**src/rtl/rst_sequencer_pkg.sv**
```systemverilog
// Shared types and helpers for the spoc reset sequencer.
// State encodings, reset polarity levels and counter widths.
package rst_sequencer_pkg;

    typedef enum logic [1:0] {
        ST_ASSERT  = 2'd0,
        ST_RELEASE = 2'd1,
        ST_RUN     = 2'd2
    } state_e;

    localparam logic ENABLED  = 1'b1;
    localparam logic DISABLED = 1'b0;

    localparam int RUN_CNT_W = 32;
    localparam int RST_CNT_W = 16;

    function automatic logic [RST_CNT_W-1:0] sat_inc_rst(
        input logic [RST_CNT_W-1:0] v
    );
        return (&v) ? v : v + RST_CNT_W'(1);
    endfunction

    function automatic logic [RUN_CNT_W-1:0] sat_inc_run(
        input logic [RUN_CNT_W-1:0] v
    );
        return (&v) ? v : v + RUN_CNT_W'(1);
    endfunction

endpackage

```
**src/rtl/rst_sequencer_sync.sv**
```systemverilog
// Reset synchroniser: asserts asynchronously, releases after
// SYNC_STAGES rising edges with rst high.
module rst_sync #(
    parameter int SYNC_STAGES = 2
) (
    input  logic clk,
    input  logic rst,
    output logic rst_n_sync
);

    logic [SYNC_STAGES-1:0] chain;

    always_ff @(posedge clk or negedge rst) begin
        if (!rst) begin
            chain <= '0;
        end else begin
            chain <= {chain[SYNC_STAGES-2:0], 1'b1};
        end
    end

    assign rst_n_sync = chain[SYNC_STAGES-1];

endmodule

```
**src/rtl/rst_sequencer.sv**
```systemverilog
// Reset sequencer: hold all domains, release them one by one,
// re-enter reset on software request or run-cycle limit.
module rst_sequencer
    import rst_sequencer_pkg::*;
#(
    parameter int NUM_CH      = 3,
    parameter int HOLD_CYCLES = 8,
    parameter int STAGGER     = 2,
    parameter int RUN_LIMIT   = 0,
    parameter int SYNC_STAGES = 2
) (
    input  logic                 clk,
    input  logic                 rst,
    input  logic                 sw_rst_req,
    input  logic                 halt_i,
    output logic [NUM_CH-1:0]    ch_rst_o,
    output logic                 all_released_o,
    output logic [RUN_CNT_W-1:0] run_cnt_o,
    output logic [RST_CNT_W-1:0] reset_count_o
);

    localparam int HOLD_W = $clog2(HOLD_CYCLES + 1);
    localparam int STG_W  = $clog2(STAGGER + 1);

    localparam logic [HOLD_W-1:0] HOLD_LAST = HOLD_W'(HOLD_CYCLES - 1);
    localparam logic [STG_W-1:0]  STG_LAST  = STG_W'(STAGGER - 1);

    localparam bit LIMIT_EN = (RUN_LIMIT > 0);
    localparam logic [RUN_CNT_W-1:0] LIMIT_LAST =
        RUN_CNT_W'(LIMIT_EN ? RUN_LIMIT - 1 : 0);

    logic rst_n_sync;

    state_e                 state_q, state_d;
    logic [HOLD_W-1:0]      hold_q, hold_d;
    logic [STG_W-1:0]       stg_q, stg_d;
    logic [NUM_CH-1:0]      ch_q, ch_d, ch_shift;
    logic                   all_q, all_d;
    logic [RUN_CNT_W-1:0]   run_q, run_d;
    logic [RST_CNT_W-1:0]   rc_q, rc_d;
    logic                   rerst;

    rst_sync #(
        .SYNC_STAGES (SYNC_STAGES)
    ) u_sync (
        .clk        (clk),
        .rst        (rst),
        .rst_n_sync (rst_n_sync)
    );

    // Domains release low-index first; a zero shifts in per release.
    assign ch_shift = ch_q << 1;

    always_ff @(posedge clk or negedge rst_n_sync) begin
        if (!rst_n_sync) begin
            state_q <= ST_ASSERT;
            hold_q  <= '0;
            stg_q   <= '0;
            ch_q    <= {NUM_CH{ENABLED}};
            all_q   <= 1'b0;
            run_q   <= '0;
            rc_q    <= '0;
        end else begin
            state_q <= state_d;
            hold_q  <= hold_d;
            stg_q   <= stg_d;
            ch_q    <= ch_d;
            all_q   <= all_d;
            run_q   <= run_d;
            rc_q    <= rc_d;
        end
    end

    always_comb begin
        state_d = state_q;
        hold_d  = hold_q;
        stg_d   = stg_q;
        ch_d    = ch_q;
        run_d   = run_q;
        rc_d    = rc_q;
        rerst   = 1'b0;

        unique case (state_q)
            ST_ASSERT: begin
                if (sw_rst_req) begin
                    hold_d = '0;
                end else if (hold_q == HOLD_LAST) begin
                    hold_d  = '0;
                    stg_d   = '0;
                    ch_d    = ch_shift;
                    state_d = (NUM_CH == 1) ? ST_RUN : ST_RELEASE;
                end else begin
                    hold_d = hold_q + HOLD_W'(1);
                end
            end
            ST_RELEASE: begin
                if (sw_rst_req) begin
                    rerst = 1'b1;
                end else if (stg_q == STG_LAST) begin
                    stg_d = '0;
                    ch_d  = ch_shift;
                    if (ch_shift == '0) begin
                        state_d = ST_RUN;
                    end
                end else begin
                    stg_d = stg_q + STG_W'(1);
                end
            end
            ST_RUN: begin
                if (sw_rst_req ||
                    (LIMIT_EN && !halt_i && run_q == LIMIT_LAST)) begin
                    rerst = 1'b1;
                end else if (!halt_i) begin
                    run_d = sat_inc_run(run_q);
                end
            end
            default: begin
                state_d = ST_ASSERT;
            end
        endcase

        // Both triggers funnel here, so a coincident pair counts once.
        if (rerst) begin
            state_d = ST_ASSERT;
            hold_d  = '0;
            stg_d   = '0;
            ch_d    = {NUM_CH{ENABLED}};
            run_d   = '0;
            rc_d    = sat_inc_rst(rc_q);
        end

        all_d = (state_d == ST_RUN);
    end

    assign ch_rst_o       = ch_q;
    assign all_released_o = all_q;
    assign run_cnt_o      = run_q;
    assign reset_count_o  = rc_q;

endmodule

```
**config.mk**
```make
export PLATFORM = sky130hd
export DESIGN_NAME = rst_sequencer
export DESIGN_NICKNAME = d
export VERILOG_FILES = /design/src/rtl/rst_sequencer_pkg.sv /design/src/rtl/rst_sequencer_sync.sv /design/src/rtl/rst_sequencer.sv
export SDC_FILE = /design/constraint.sdc
export NUM_CORES = 1
export LEC_CHECK = 0
export BUFFER_PORTS_ARGS = -buffer_cell sky130_fd_sc_hd__buf_2
export CORE_ASPECT_RATIO = 2
export CORE_MARGIN = 2
export CORE_UTILIZATION = 50
export DETAILED_ROUTE_END_ITERATION = 16
export GPL_TIMING_DRIVEN = 0
export PLACE_DENSITY_LB_ADDON = 0.05
export SLEW_MARGIN = 20
export SYNTH_ARGS = -nofsm -noshare
export SYNTH_HDL_FRONTEND = slang
export SYNTH_HIERARCHICAL = 1
export SYNTH_SLANG_ARGS = --single-unit
export TNS_END_PERCENT = 20
```
**constraint.sdc**
```tcl
create_clock -name clk -period 1.8 [get_ports clk]
set_clock_uncertainty 0.1 [all_clocks]
set_input_delay 0.27 -clock clk [delete_from_list [all_inputs] [get_ports clk]]
set_output_delay 0.27 -clock clk [all_outputs]
set_load 0.02 [all_outputs]
```
=== Yosys cells after proc, flatten, opt, wreduce, memory -nomap -nowiden ===
Index checks and enable logic that the tools add are counted.
Widths: inputs -> output; s select.

* Add/subtract/negate cells: 4
* Equal/unequal tests: 12
* Muxes and demuxes: 30
* Bitwise logic cells: 1
* Reduce and logical (&&, ||, !) cells: 12

{| class="wikitable"
|+ Operator list
! cell !! count
|-
| $mux 32 || 5
|-
| $add 32x1->32 const B || 1
|-
| $reduce_and 32->1 || 1
|-
| $mux 2 || 11
|-
| $add 16x1->16 const B || 1
|-
| $mux 4 || 4
|-
| $reduce_and 16->1 || 1
|-
| $mux 3 || 5
|-
| $ne 3x3->1 const B || 4
|-
| $reduce_and 4->1 || 2
|-
| $pmux 2 s3 || 1
|-
| $pmux 3 s2 || 1
|-
| $reduce_and 5->1 || 1
|-
| $add 4x1->4 const B || 1
|-
| $eq 2x1->1 const B || 2
|-
| $eq 2x2->1 const B || 2
|-
| $eq 4x3->1 const B || 1
|-
| $ne 2x1->1 const B || 2
|-
| $pmux 2 s2 || 1
|-
| $reduce_bool 2->1 || 2
|-
| $logic_not 3->1 || 1
|-
| $reduce_bool 3->1 || 1
|-
| $add 2x1->2 const B || 1
|-
| $logic_not 2->1 || 1
|-
| 5 further kinds || 6
|}

* Flip-flop bits (word level): 62
* Input port bits: 4
* Output and inout bits: 52

=== Depth between registers and ports, before layout ===
* Depth after elaboration: 7
* Depth in mapped cells: 7

=== Modules after synthesis ===
Netlist, hierarchy kept.

{| class="wikitable"
|+ Modules (own cells, without submodules)
! module !! times used !! cells an instance !! area an instance (um2) !! sequential area each (um2)
|-
| rst_sequencer || 1 || 325 || 3156.8 || 1505.2
|-
| rst_sync || 1 || 3 || 53.8 || 50.0
|}

=== Worst setup path before layout ===
OpenSTA, ideal clock, no wires.

* Kind: reg2reg
* Start: reg run_q[12] (netlist: run_cnt_o[12])
* End: reg run_q[31] (netlist: run_cnt_o[31])
* Library setup time: 0.078 ns
* Data arrival time: 2.106 ns
* Required time: 1.622 ns
* Path slack: -0.484 ns
* Stages on the path, launching flop included: 8
* Buffers on the path: 2
* Cells stage by stage: dfrtp_1 > buf_4 > nand4_2 > or4_1 > buf_2 > or3_1 > or3_1 > a21oi_1

* Word-level cells in the longest chain between the ends: 6
* Elaborated cells between the ends (all ways): 9
* Those cells by class: add/sub (1); eq/ne (1); mux (5); reduce/logical (2)

{| class="wikitable"
|+ Ends and longest elaborated chain
! element !! RTL line !! text
|-
| from (decl) || rst_sequencer.sv:39 || <nowiki>logic [RUN_CNT_W-1:0] run_q, run_d;</nowiki>
|-
| from (signal assigned) || rst_sequencer.sv:69 || <nowiki>run_q <= run_d;</nowiki>
|-
| $add 32x1->32 || rst_sequencer_pkg.sv:26 || <nowiki>return (&v) ? v : v + RUN_CNT_W'(1);</nowiki>
|-
| $mux 32 || rst_sequencer_pkg.sv:26 ||
|-
| $mux 32 || rst_sequencer.sv:113 || <nowiki>end else if (!halt_i) begin</nowiki>
|-
| $mux 32 || rst_sequencer.sv:110 || <nowiki>if (sw_rst_req ||</nowiki>
|-
| $mux 32 || rst_sequencer.sv:83 || <nowiki>unique case (state_q)</nowiki>
|-
| $mux 32 || rst_sequencer.sv:123 || <nowiki>if (rerst) begin</nowiki>
|}

Parallel ways exist; a longest one is shown, timed or not. The select of a mux whose other input is x is not followed.
A chain may end at the register's enable or synchronous reset.

=== Worst setup path after layout ===
* Start: reg run_q[20] (netlist: run_cnt_o[20])
* End: reg run_q[31] (netlist: run_cnt_o[31])

The elaborated chain is that of the path after synthesis.

==> metrics <==
status complete, but fails checks; failing checks setup timing; Overall Global Routing Usage 0.252; TNS Setup -6.56 ns; clock slew seen by the registers of the worst setup and hold paths 0.05 ns; first-pass GRT wire length about 14000 um; min Tclk post-route around 2.2 ns; Nets 436; Synth Instances 328; RePlAce Congestion approximately 0.86; TritonRoute pass-1 iters 5; CP endpoint kind flip-flop; antenna cells 0; crit-path cells nand4_1 > or4_4 > or3_4 > or3_1 > a21oi_1; CTS H-tree depth 3; Die Ht 117 um; reg-to-reg slack, setup -0.40 ns; GR Overflow Total 0; P per Cell Area 1030 mW/mm2; RSZ-0062 raised after global routing yes; met2 usage 0.420; Die Wd ~61 um; critical path fanouts, max 6; Finished Core Util 0.728; Post-synth EDFFs 0; I/O Buffers 54; number of global-route vias before repair approximately 2800; met3 Resource Use GR 0.0518; Worst slew margin 0.551; Root Driver clkbuf_16; io pins 56; Post-Place Worst Slack -0.630 ns; Worst setup SP type flip-flop; worst-case clock buffer depth 2; TritonCTS clock tree built; via count 2946; Detailed Route Iter0 Violations 140; core box area 0.00626 mm2; crit share post-route 1.22; number of buffers created by CTS 9; Post-synth ARST share 1.00; Worst EP required 1.95 ns; GR peak layer met2; initial core utilization 0.513; fmax 455 MHz; max cap viols 0; crit-path max cell delay 0.62 ns; Seq cells post-synth 62; share of cells above drive strength 1 0.388; grt met1 use 0.296; endpoints failing hold 0; P_leak between 0.002 and 0.0025 uW; synth unique cells 48; leading register cell type out of synthesis dfrtp_1; Syn-to-layout area delta 42.0%; Antenna Violating Nets Remaining 0; largest net degree at the start of global routing 37; FF-to-FF Start run_cnt_o[20]; residual DRC count 0; Synth Cell Area 0.00321 mm2; slew at the pin closest to its max-slew limit 0.673 ns; setup ws final -0.397 ns; initial antenna violation count 0; Min-Delay Path Class flip-flop to async pin; IR drop worst, VDD between 0.9 and 1 mV; Worst path slowest cell or4_4; worst skew pair latency about 0.33 ns; Sink Count 62; synthesized area per cell 9.79 um2; per-cell routed wire length 16.5 um; crit path DAT 2.35 ns; Final Max Tran Viols 0; final setup vio count 42; sequential share of the synthesized area 0.484; Crit Path Class flip-flop to flip-flop; reg2reg end run_cnt_o[31]; Die Area 0.00712 mm2; reg2reg path depth 5; Core Rows 41; Vias/cell 5.71; Detailed Route WL 8500 um; Net Count, Synth 339; dpl hpwl around 5500 um; Ys Warns 6
-- flip-flops by register name, summed over array words and instances (netlist names) --
name and flops:
reset_count_o 16, all_released_o 1, ch_rst_o 3, run_cnt_o 32, u_sync/chain 2, state_q 2
stg_q 2, hold_q 4
-- routing by layer --
layer  part of all wire  wire [um]  up-vias
met5                  0          0        -
met4              0.023        197        0
met3              0.033        278       14
met2               0.56       4790       67
met1               0.38       3230     1468
li1                   -          -     1397
-- critical path, delay by kind of cell (launching register included) --
family,cells,cell delay [ns]
simple gates,4,1.53
flops,1,0.36
compound gates,1,0.13
-- power by group --
group / internal, uW / switching, uW / leakage (uW)
registers: 1540 / 185 / 0.000817
logic: 564 / 660 / 0.00110
clock network: 1140 / 597 / 0.000146
-- layout by cell type, fill, tap and decap left out, types with 9 or more instances in the layout --
| master | count |
|---|---|
| buf_2 | 56 |
| dfrtp_1 | 48 |
| buf_4 | 29 |
| nand2_1 | 27 |
| nor2_1 | 26 |
| xnor2_1 | 24 |
| a21oi_1 | 14 |
| nand3_1 | 14 |
| nand4_1 | 10 |
| dfrtp_2 | 10 |
| o21ai_0 | 9 |
| clkbuf_16 | 9 |
-- per-stage QoR --
stage	hold slack, ns	power [uW]	cell area [um2]	std cells
detailed placement	-0.0378	2640	3710	469
global route	0.161	4930	4560	516
floorplan	-0.126	2350	3310	328
finish	0.140	4690	4560	516
global placement	-0.0428	2610	3690	468
CTS	0.158	4620	4290	502
-- logic make-up (layout without fill, tap and decap cells) --
logic type               after synthesis  in the layout  share of synthesized area
other                                  1              1                    0.00117
multiplexers                           6              6                     0.0191
flip-flops                            62             62                      0.484
AO/OA/AOI/OAI                         68             68                      0.143
XOR/XNOR                              27             27                     0.0737
buffers and inverters                 22            124                     0.0273
adder cells (fa/ha/maj)                7              7                     0.0273
AND/OR/NAND/NOR                      135            135                      0.224
-- cells in the mapped netlist (8+ instances only) --
| master | count | share of area |
|---|---|---|
| or3_1 | 8 | 0.016 |
| a211oi_1 | 8 | 0.019 |
| xnor2_1 | 25 | 0.068 |
| nand3_1 | 16 | 0.025 |
| o21ai_0 | 9 | 0.014 |
| clkbuf_1 | 10 | 0.012 |
| nand2_1 | 29 | 0.034 |
| nor2_1 | 28 | 0.033 |
| a21oi_1 | 16 | 0.025 |
| nand4_1 | 10 | 0.019 |
| inv_1 | 8 | 0.0094 |
| dfrtp_1 | 59 | 0.46 |
-- worst max-delay path by stage --
| stage | start | to | slack, ns |
|---|---|---|---|
| after floorplan | run_cnt_o[12] | run_cnt_o[31] | -0.39 |
| after global placement | u_sync/chain[1] | run_cnt_o[14] | -1.06 |
| after detailed placement | state_q[0] | run_cnt_o[27] | -0.63 |
| after CTS | run_cnt_o[20] | run_cnt_o[27] | -0.45 |
| after global routing | state_q[0] | run_cnt_o[27] | -0.51 |
| final | run_cnt_o[20] | run_cnt_o[31] | -0.40 |
-- layout make-up --
type	instances	area, um2
Timing Repair Buffer	87	553
Fill cell	486	1700
Multi-Input combinational cell	244	1890
Tap cell	86	108
Inverter	8	30.0
Sequential cell	62	1570
Buffer	13	106
Clock buffer	13	260
Clock inverter	3	42.5
-- timing repair --
item | in CTS | in global routing
cloned | 1 | 0
endpoints found under the hold margin | 2 | 0
hold buffers | 1 | 0
setup buffers | 15 | 15
gates resized for setup | 36 | 37
pin swaps | 13 | 14
endpoints found under the setup margin | 55 | 51
Power figures use the tool's default switching activity.
